File: src/rtl/modexp_controller.sv
// Modular exponentiation sequencer: right-to-left square-and-multiply driving
// external square-mod and multiply-mod units through a start/valid handshake.
module modexp_controller #(
  parameter int WIDTH     = 16,
  parameter int EXP_WIDTH = 16
) (
  input  logic                 clk_in,
  input  logic                 rst_in,
  input  logic                 ready_in,
  input  logic [WIDTH-1:0]     base_in,
  input  logic [WIDTH-1:0]     modulus_in,
  input  logic [EXP_WIDTH-1:0] exponent_in,
  output logic [WIDTH-1:0]     result_out,
  output logic                 busy_out,
  output logic                 valid_out,
  output logic                 error_out,
  output logic                 sq_ready_out,
  output logic [WIDTH-1:0]     sq_value_out,
  output logic [WIDTH-1:0]     sq_modulus_out,
  input  logic [WIDTH-1:0]     sq_result_in,
  input  logic                 sq_valid_in,
  output logic                 mul_ready_out,
  output logic [WIDTH-1:0]     mul_a_out,
  output logic [WIDTH-1:0]     mul_b_out,
  output logic [WIDTH-1:0]     mul_modulus_out,
  input  logic [WIDTH-1:0]     mul_result_in,
  input  logic                 mul_valid_in
);

  typedef enum logic [2:0] {
    IDLE,
    REDUCE_ISSUE,
    REDUCE_WAIT,
    MUL_ISSUE,
    MUL_WAIT,
    SQ_ISSUE,
    SQ_WAIT,
    DONE
  } state_t;

  state_t state, state_next;

  logic [WIDTH-1:0]     base_r;
  logic [WIDTH-1:0]     acc_r;
  logic [WIDTH-1:0]     mod_r;
  logic [EXP_WIDTH-1:0] exp_r;
  logic [EXP_WIDTH-1:0] exp_shifted;
  logic                 err_r;
  logic                 trivial_start;

  assign exp_shifted   = exp_r >> 1;
  assign trivial_start = (modulus_in <= WIDTH'(1)) || (exponent_in == '0);

  // Decide what the current low exponent bit asks for next.
  function automatic state_t bit_step(input logic [EXP_WIDTH-1:0] e);
    if (e[0])
      return MUL_ISSUE;
    else if ((e >> 1) != '0)
      return SQ_ISSUE;
    else
      return DONE;
  endfunction

  always_ff @(posedge clk_in or negedge rst_in) begin
    if (!rst_in)
      state <= IDLE;
    else
      state <= state_next;
  end

  always_comb begin
    state_next = state;
    case (state)
      IDLE:         if (ready_in) state_next = trivial_start ? DONE : REDUCE_ISSUE;
      REDUCE_ISSUE: state_next = REDUCE_WAIT;
      REDUCE_WAIT:  if (mul_valid_in) state_next = bit_step(exp_r);
      MUL_ISSUE:    state_next = MUL_WAIT;
      MUL_WAIT:     if (mul_valid_in) state_next = (exp_shifted != '0) ? SQ_ISSUE : DONE;
      SQ_ISSUE:     state_next = SQ_WAIT;
      SQ_WAIT:      if (sq_valid_in) state_next = bit_step(exp_shifted);
      DONE:         state_next = IDLE;
      default:      state_next = IDLE;
    endcase
  end

  // acc starts at 1, so the reduction step is simply mul(acc, base); for
  // modulus 0 or 1 it starts at 0 and is reported unchanged.
  always_ff @(posedge clk_in or negedge rst_in) begin
    if (!rst_in) begin
      base_r     <= '0;
      acc_r      <= '0;
      mod_r      <= '0;
      exp_r      <= '0;
      err_r      <= 1'b0;
      result_out <= '0;
      error_out  <= 1'b0;
      valid_out  <= 1'b0;
    end else begin
      valid_out <= (state == DONE);
      case (state)
        IDLE: begin
          if (ready_in) begin
            base_r <= base_in;
            exp_r  <= exponent_in;
            mod_r  <= modulus_in;
            err_r  <= (modulus_in == '0);
            acc_r  <= (modulus_in <= WIDTH'(1)) ? '0 : WIDTH'(1);
          end
        end
        REDUCE_WAIT: if (mul_valid_in) base_r <= mul_result_in;
        MUL_WAIT:    if (mul_valid_in) acc_r <= mul_result_in;
        SQ_WAIT: begin
          if (sq_valid_in) begin
            base_r <= sq_result_in;
            exp_r  <= exp_shifted;
          end
        end
        DONE: begin
          result_out <= acc_r;
          error_out  <= err_r;
        end
        default: ;
      endcase
    end
  end

  assign busy_out        = (state != IDLE);
  assign sq_ready_out    = (state == SQ_ISSUE);
  assign mul_ready_out   = (state == REDUCE_ISSUE) || (state == MUL_ISSUE);
  assign sq_value_out    = base_r;
  assign sq_modulus_out  = mod_r;
  assign mul_a_out       = acc_r;
  assign mul_b_out       = base_r;
  assign mul_modulus_out = mod_r;

endmodule

File: config.mk
export PLATFORM = sky130hd
export DESIGN_NAME = modexp_controller
export DESIGN_NICKNAME = d
export VERILOG_FILES = /design/src/rtl/modexp_controller.sv
export SDC_FILE = /design/constraint.sdc
export NUM_CORES = 1
export LEC_CHECK = 0
export ABC_AREA = 1
export CORE_AREA = 5 5 107 109
export DETAILED_ROUTE_END_ITERATION = 12
export DIE_AREA = 0 0 112 114
export PLACE_DENSITY_LB_ADDON = 0.12
export SLEW_MARGIN = 20
export SYNTH_ARGS = -nofsm -noshare
export SYNTH_HDL_FRONTEND = slang
export SYNTH_SLANG_ARGS = --single-unit
File: constraint.sdc
create_clock -name clk_in -period 1.8 [get_ports clk_in]
set_input_delay 0.27 -clock clk_in [delete_from_list [all_inputs] [get_ports clk_in]]
set_output_delay 0.27 -clock clk_in [all_outputs]
set_load 0.05 [all_outputs]
==> metrics.md, run 1 <==
| Metric | Value |
|---|---|
| Die ar. | between 10,000 and 15,000 sq um |
| CP Launch Type | flip-flop |
| Yosys warnings | 0 |
| HPWL Detailed | about 9.5 mm |
| Drt first pass iters | 5 |
| Rows | 38 |
| Yosys cell types | 31 |
| CTS root buf | clkbuf_8 |
| RePlAce Congestion | 0.881 |
| R2R Setup Slk | 0.20 ns |
| Compound-Gate Fraction of Synth Area | 0.179 |
| Commonest cells after routing, fill and taps aside | 86 x dfrtp_1, 83 x clkdlybuf4s50_1, 72 x nand2_1 |
| Worst Path Max Fanout | 7 |
| Clk pin slew, worst setup/hold paths | approximately 0.090 ns |
| Initial core utilization | 0.411 |
| Core area | 10,500 sq um |
| Die height | ~110 um |
| Via Count | 3,808 |
| Antenna diodes | 0 |
| Syn_area_per_cell | 8.93 sq um |
| Initial drt markers | about 180 |
| Synth Cell Area | ~4300 sq um |
| Synthesis-stage register bit count | 86 |
| Synth Area in Adders | 0 |
| Max Cap Violations | 0 |
| WL/cell | 15.7 um |
| Setup repair bufs after CTS | 0 |
| Slew margin rel. | 0.661 |
| Worst hold path type | input port to asynchronous set/reset pin |
| Design area | around 6200 sq um |
| Unrepaired setup endpoints after global routing | no |
| Top Ports | between 150 and 200 |
| Clock latency on the worst-skew pair | between 0.3 and 0.4 ns |
| Post-synthesis sequential area ratio | 0.499 |
| Post-synth EDFFs | 0 |
| P_int | 6.21 mW |
| Largest net degree at the start of global routing | 34 |
| Synth Area in XOR/XNOR | 0 |
| Grt total ovfl | 0 |
| Mux share of post-synthesis cell area | 0.0183 |
| Gr usage total | 0.194 |
| Max clock buf depth | 2 |
| Layout area overhead | 43.5% |
| Switching pwr | around 7 mW |
| Worst R2R Start | state[1] |
| Status | complete, no violations |
| Lkg Pwr | approximately 3.0 nW |
| Clock sinks | 86 |
| Final setup vio count | 0 |
| Clock tree from TritonCTS | done |
| Net switching fraction of the power | 0.533 |
| Detailed-route wire length | between 10 and 15 mm |
| Worst Setup End Kind | primary output |
| Total negative slack | 0 ns |
| CTS buffer count | 9 |
| Predominant post-synthesis flop cell | dfrtp_1 |
| Most common cell after layout, fill and taps aside | dfrtp_1 |
| Final Cycle Share | 0.959 |
| Skew final | between 0.01 and 0.015 ns |
| Hold Fails Final Rpt | 0 |
| Simple-gate share of the synthesized area | 0.155 |
| Arr. time, crit path | around 1.5 ns |
| Comb power frac | 0.629 |
| Drt drc | 0 |
| Syn nets | 568 |
| Maximum VDD drop | 0.00141 V |
| DP Area | approximately 6000 sq um |
| Slew Limit Fails | 0 |
| Post-synthesis cell count | roughly 480 |
| Htree depth | 3 |
| Pwr dens | approximately 2100 nW/um^2 |
| Sequential share of power | 0.254 |
| Die X | 112 um |
| IO Port Bufs | between 150 and 200 |
| Largest family of logic cells by synthesized area | compound AO/OA/AOI/OAI gates |
| Avg Vias per Cell | slightly below 5 |
| Share of cells above drive strength 1 | 0.203 |
| Fin crit period | 1.73 ns |
| FMAX | ~0.58 GHz |
| Antenna viol nets, final | 0 |
| Clk network pwr share | 0.117 |
| Initial antenna violation count | 0 |
| Vias in the first global route | 3,855 |
| Kind of critical path | flip-flop to primary output |
| Ys async rst share | 1.00 |
| Data required time of the worst path | approximately 1.5 ns |
| R2R depth | 5 |
| Fin Hold WS | approximately 0.38 ns |
| Worst slew pin tran | just over 0.5 ns |
| RR Endpoint | result_out[7] |
| First-pass GRT wire length | between 15 and 20 mm |
| Layout net count | just over 700 |
critical path, cell delays in order, from the launching register on:
cell,delay (ns)
dfrtp_1,0.51
inv_1,0.17
nand2_1,0.10
nor2_2,0.17
buf_12,0.16
state kept, by name, indices dropped and copies added, names as in the netlist:
name / flops
err_r: 1
error_out: 1
exp_r: 16
mul_a_out: 16
mul_b_out: 16
mul_modulus_out: 16
result_out: 16
state: 3
valid_out: 1
cells in the mapped netlist, types with 2 or more instances:
library cell / n / share of area
inv_1: 62 / 0.054
buf_4: 36 / 0.063
mux2_2: 7 / 0.018
a21oi_1: 17 / 0.020
a221oi_1: 4 / 0.0081
clkbuf_1: 2 / 0.0017
nand2_1: 72 / 0.063
o211ai_1: 15 / 0.026
nor2_2: 2 / 0.0029
nor2_4: 3 / 0.0078
nand2_2: 3 / 0.0044
nor2_1: 64 / 0.056
o22ai_1: 16 / 0.023
inv_2: 6 / 0.0052
buf_6: 5 / 0.013
nand2_4: 2 / 0.0052
buf_2: 9 / 0.010
a221oi_2: 11 / 0.038
o21ai_0: 31 / 0.036
o21ai_1: 13 / 0.015
nand3_1: 7 / 0.0081
dfrtp_1: 86 / 0.50
nor3_1: 2 / 0.0023
timing repair:
item / CTS / global route
endpoints found under the hold margin: 27 / 0
resized for setup: 34 / 6
setup endpoints to repair: 34 / 6
hold buffers: 1 / 0
per-layer routing:
metal	GRT usage	part of all wire
met2	0.332	0.51
met4	0.0553	0.014
met1	0.246	0.41
met3	0.0462	0.065
met5	0	0
layout make-up:
class / count / area [sq um]
Multi-Input combinational cell: 276 / 1530
Tap cell: 140 / 175
Clock buffer: 11 / 151
Sequential cell: 86 / 2150
Clock inverter: 5 / 81.3
Inverter: 68 / 255
Timing Repair Buffer: 198 / 1850
Fill cell: 1003 / 4320
power groups by stage:
stage / registers (mW) / logic [mW] / clock network, mW
after global placement: 3.39 / 8.54 / 0
after CTS: 3.38 / 8.43 / 1.58
after global routing: 3.49 / 8.93 / 1.68
final: 3.37 / 8.37 / 1.56
after detailed placement: 3.43 / 8.62 / 0
after floorplan: 5.36 / 4.45 / 0
through the flow:
step	power [mW]	std cells	worst slack [ns]	utilization
CTS	13.4	784	0.000984	0.588
finish	13.3	784	0.0741	0.589
global placement	11.9	767	0.191	0.569
global route	14.1	784	0.00358	0.589
detailed placement	12.0	767	0.192	0.569
floorplan	9.82	483	0.219	-
how the worst max path moves through the flow:
stage | from | to | slack, ns | cells past startpoint
floorplan | state[1] | sq_ready_out | 0.22 | 4
global placement | modulus_in[15] | mul_a_out[0] | 0.19 | 7
detailed placement | state[1] | result_out[1] | 0.19 | 5
CTS | result_out[15] | result_out[15] | 0.001 | 1
global route | state[1] | sq_ready_out | 0.004 | 4
finish | state[1] | sq_ready_out | 0.07 | 4
cells by family after synthesis:
logic type	count (synthesis)
AO/OA/AOI/OAI	112
buffers and inverters	121
multiplexers	7
flip-flops	86
AND/OR/NAND/NOR	157
(Power assumes the default switching activity.)
==> run 2, diff against run 1 <==
==> config.mk (replaced) <==
export PLATFORM = sky130hd
export DESIGN_NAME = modexp_controller
export DESIGN_NICKNAME = d
export VERILOG_FILES = /design/src/rtl/modexp_controller.sv
export SDC_FILE = /design/constraint.sdc
export NUM_CORES = 1
export LEC_CHECK = 0
export CORE_AREA = 5 5 106 108
export DETAILED_ROUTE_END_ITERATION = 12
export DIE_AREA = 0 0 111 113
export PLACE_DENSITY_LB_ADDON = 0.12
export SYNTH_ARGS = -nofsm -noshare
export SYNTH_HDL_FRONTEND = slang
export SYNTH_SLANG_ARGS = --single-unit
==> metrics.md, run 2 <==
| Metric | Value |
|---|---|
| Gr usage total | 0.179 (-0.0148) |
| WL/cell | 16.2 um (+2.9%) |
| Worst Path Buf+Inv | 1 (-1) |
| Final worst slack | 0.0727 ns (-0.00138 ns) |
| Total negative slack | 0 ns (unchanged) |
| Commonest cells after routing, fill and taps aside | 84 x clkdlybuf4s50_1, 83 x dfrtp_1, 68 x nand2_1 |
| FMAX | 0.579 GHz (about the same) |
| Synth cell count leaders | 86 x dfrtp_1, 68 x nand2_1, 37 x buf_4, 32 x mux2i_1, 21 x o21ai_0 |
| Status | complete, no violations |
| CP Launch Type | flip-flop |
| Antenna diodes | 0 (unchanged) |
| Initial antenna violation count | 0 (unchanged) |
| Die height | 113 um (-0.88%) |
| Top Ports | 186 (unchanged) |
| Syn nets | 476 (-16%) |
| Antenna viol nets, final | 0 (unchanged) |
| Critical-path cell list | clkdlybuf4s50_1 |
| Synthesis-stage register bit count | 86 (unchanged) |
| Max Cap Violations | 0 (unchanged) |
| Crit path largest cell delay | 0.80 ns (+0.29 ns) |
| Lkg Pwr | 3.19 nW (+6.2%) |
| Slew margin rel. | 0.656 (-0.00470) |
| DP Area | 6000 sq um (+0.42%) |
| Htree depth | 3 (unchanged) |
| Pwr dens | 2160 nW/um^2 (+0.39%) |
| Final Cycle Share | 0.960 (about the same) |
| Post-synthesis cell count | 391 (-19%) |
| Share of cells above drive strength 1 | 0.235 (+0.0315) |
| Worst hold path type | flip-flop to flip-flop |
| First-pass GRT wire length | 18.3 mm (-7.6%) |
| Switching pwr | 6.88 mW (-2.9%) |
| Yosys top cell area share | 0.505 (+0.00630) |
| Yosys cell types | 36 (+16%) |
| Finished Core Util | 0.616 (+0.0268) |
| Layout area overhead | 46.6% |
| Net switching fraction of the power | 0.511 (-0.0222) |
| Hold Fails Final Rpt | 0 (unchanged) |
| Setup Slack @ Placement | -0.0474 ns (-0.239 ns) |
| Synth Area in Adders | 0 (unchanged) |
| Vias in the first global route | 3,582 (-7.1%) |
| Top delay family on crit path | buffers and inverters |
| Initial core utilization | 0.420 (+0.00964) |
| Fin Hold WS | 0.484 ns (+0.107 ns) |
| Layout fillers | 893 (-11%) |
| Synth area leaders | dfrtp_1 51%, mux2i_1 7.5%, buf_4 6.5% |
| Synth Cell Area | 4260 sq um (-1.2%) |
| Clock latency on the worst-skew pair | 0.34 ns (-0.02 ns) |
| P_int | 6.58 mW (+6.1%) |
| Grt total ovfl | 0 (unchanged) |
| Register area | 2160 sq um (+0.17%) |
| Predominant post-synthesis flop cell | dfrtp_1 |
| Post-synth EDFFs | 0 (unchanged) |
| Die ar. | 12,500 sq um (-1.8%) |
| Sequential share of power | 0.257 (+0.003) |
| Worst Setup End Kind | primary output |
| Rows | 37 (-2.6%) |
| CTS root buf | clkbuf_8 |
| Final non-filler cell total | 698 (-11%) |
| Compound-Gate Fraction of Synth Area | 0.0928 (-0.0864) |
| Syn_area_per_cell | 10.9 sq um (+22%) |
| Worst Path Max Fanout | 1 (-6) |
| Fin crit period | 1.73 ns (+0.00138 ns) |
| Unrepaired setup endpoints after global routing | no |
| Largest family of logic cells by synthesized area | multiplexers |
| Simple-gate share of the synthesized area | 0.128 (-0.0274) |
| Detailed-route wire length | 11.3 mm (-8.4%) |
| Initial drt markers | 125 (-31%) |
| Largest net degree at the start of global routing | 87 (+160%) |
| Clk pin slew, worst setup/hold paths | 0.07 ns (-0.02 ns) |
| Layout net count | 643 (-11%) |
| Arr. time, crit path | 1.46 ns (about the same) |
| Final setup vio count | 0 (unchanged) |
| Most common cell after layout, fill and taps aside | clkdlybuf4s50_1 |
| Avg Vias per Cell | 4.95 (+1.9%) |
| Slowest stage cell, crit path | clkdlybuf4s50_1 |
| Footprint of the multi-input gates | 1700 sq um (+12%) |
| Most numerous cell in the Yosys netlist | dfrtp_1 |
| Kind of critical path | flip-flop to primary output |
| Ys async rst share | 1.00 (unchanged) |
| Design area | 6240 sq um (+0.87%) |
| Cell taking the most area after synthesis | dfrtp_1 |
| Maximum VDD drop | 0.000919 V (-35%) |
| Clock tree from TritonCTS | done |
| Via Count | 3,455 (-9.3%) |
| RePlAce Congestion | 0.824 (-6.5%) |
| Core area | 10,100 sq um (-3.5%) |
| Mux share of post-synthesis cell area | 0.177 (+0.159) |
| Post-synthesis sequential area ratio | 0.505 (+0.00630) |
| Clk network pwr share | 0.110 (-0.007) |
| CTS buffer count | 9 (unchanged) |
| Worst slew pin tran | 0.515 ns (+0.00704 ns) |
| HPWL Detailed | 8.49 mm (-10%) |
| Clock sinks | 86 (unchanged) |
| Synth Area in XOR/XNOR | 0 (unchanged) |
| Max clock buf depth | 2 (unchanged) |
| Die X | 111 um (-0.89%) |
| Final Power | 13.5 mW (+1.3%) |
| Slew Limit Fails | 0 (unchanged) |
| Cell Count Post-Placement | 677 (-12%) |
| Drt first pass iters | 5 (unchanged) |
| Yosys warnings | 0 (unchanged) |
| Skew final | 0.00897 ns (-0.00530 ns) |
| IO Port Bufs | 185 (unchanged) |
| Comb power frac | 0.634 (+0.005) |
| Drt drc | 0 (unchanged) |
| Data required time of the worst path | 1.53 ns (about the same) |
## run 2: area by class of cell
cell class | count | share of cell area
clock buffers | 11 | 0.0226
clock inverters | 4 | 0.0116
inverters | 6 | 0.00361
multi-input cells | 247 | 0.273
flip-flops and latches | 86 | 0.345
well taps | 136 | 0.0272
repair buffers | 208 | 0.317
## run 2: worst paths after layout
path                                 from            endpoint  slack [ns]  cells past startpoint
max in group asynchronous          rst_in            state[0]        0.94                      3
min in group asynchronous          rst_in  mul_modulus_out[8]        0.50                      3
worst max-delay path            valid_out           valid_out        0.07                      1
worst min-delay path                err_r               err_r        0.48                      2
worst max register to register   state[2]        mul_b_out[0]        0.15                      6
worst min register to register      err_r               err_r        0.48                      2
## run 2: power by group through the flow
stage	sequential, mW	combinational (mW)	clock [mW]
after floorplan	5.56	4.36	0
after detailed placement	3.55	8.77	0
after global placement	3.51	8.69	0
final	3.45	8.53	1.48
after global routing	3.60	9.00	1.60
after CTS	3.49	8.58	1.53
## run 2: worst min-delay path, cell delays in order (launching register included)
cell	delay, ns
dfrtp_1	0.35
nand2_1	0.05
o31ai_1	0.05
## run 2: timing repair
item	4_1_cts	5_1_grt
hold buffers	1	0
setup buffers	2	3
hold endpoints to repair	86	0
endpoints found under the setup margin	44	12
gates resized for setup	42	11
## run 2: per-layer routing
metal	share of wire	vias up	track usage
met2	0.49	110	0.298
met4	0.016	0	0.0608
met1	0.44	1669	0.227
li1	-	1662	-
met5	0	-	0
met3	0.056	14	0.0487
## run 2: kinds of logic after synthesis
group / count (synthesis)
AND/OR/NAND/NOR: 118
buffers and inverters: 58
AO/OA/AOI/OAI: 62
flip-flops: 86
multiplexers: 67
==> run 3, diff against run 2 <==
--- a/config.mk
+++ b/config.mk
@@ -8,6 +8,7 @@
 export CORE_AREA = 5 5 106 108
 export DETAILED_ROUTE_END_ITERATION = 12
 export DIE_AREA = 0 0 111 113
+export HOLD_SLACK_MARGIN = 0.08
 export PLACE_DENSITY_LB_ADDON = 0.12
 export SYNTH_ARGS = -nofsm -noshare
 export SYNTH_HDL_FRONTEND = slang
==> results of run 3 <==
The final DEF is identical to that of run 2; final timing and power are the same.
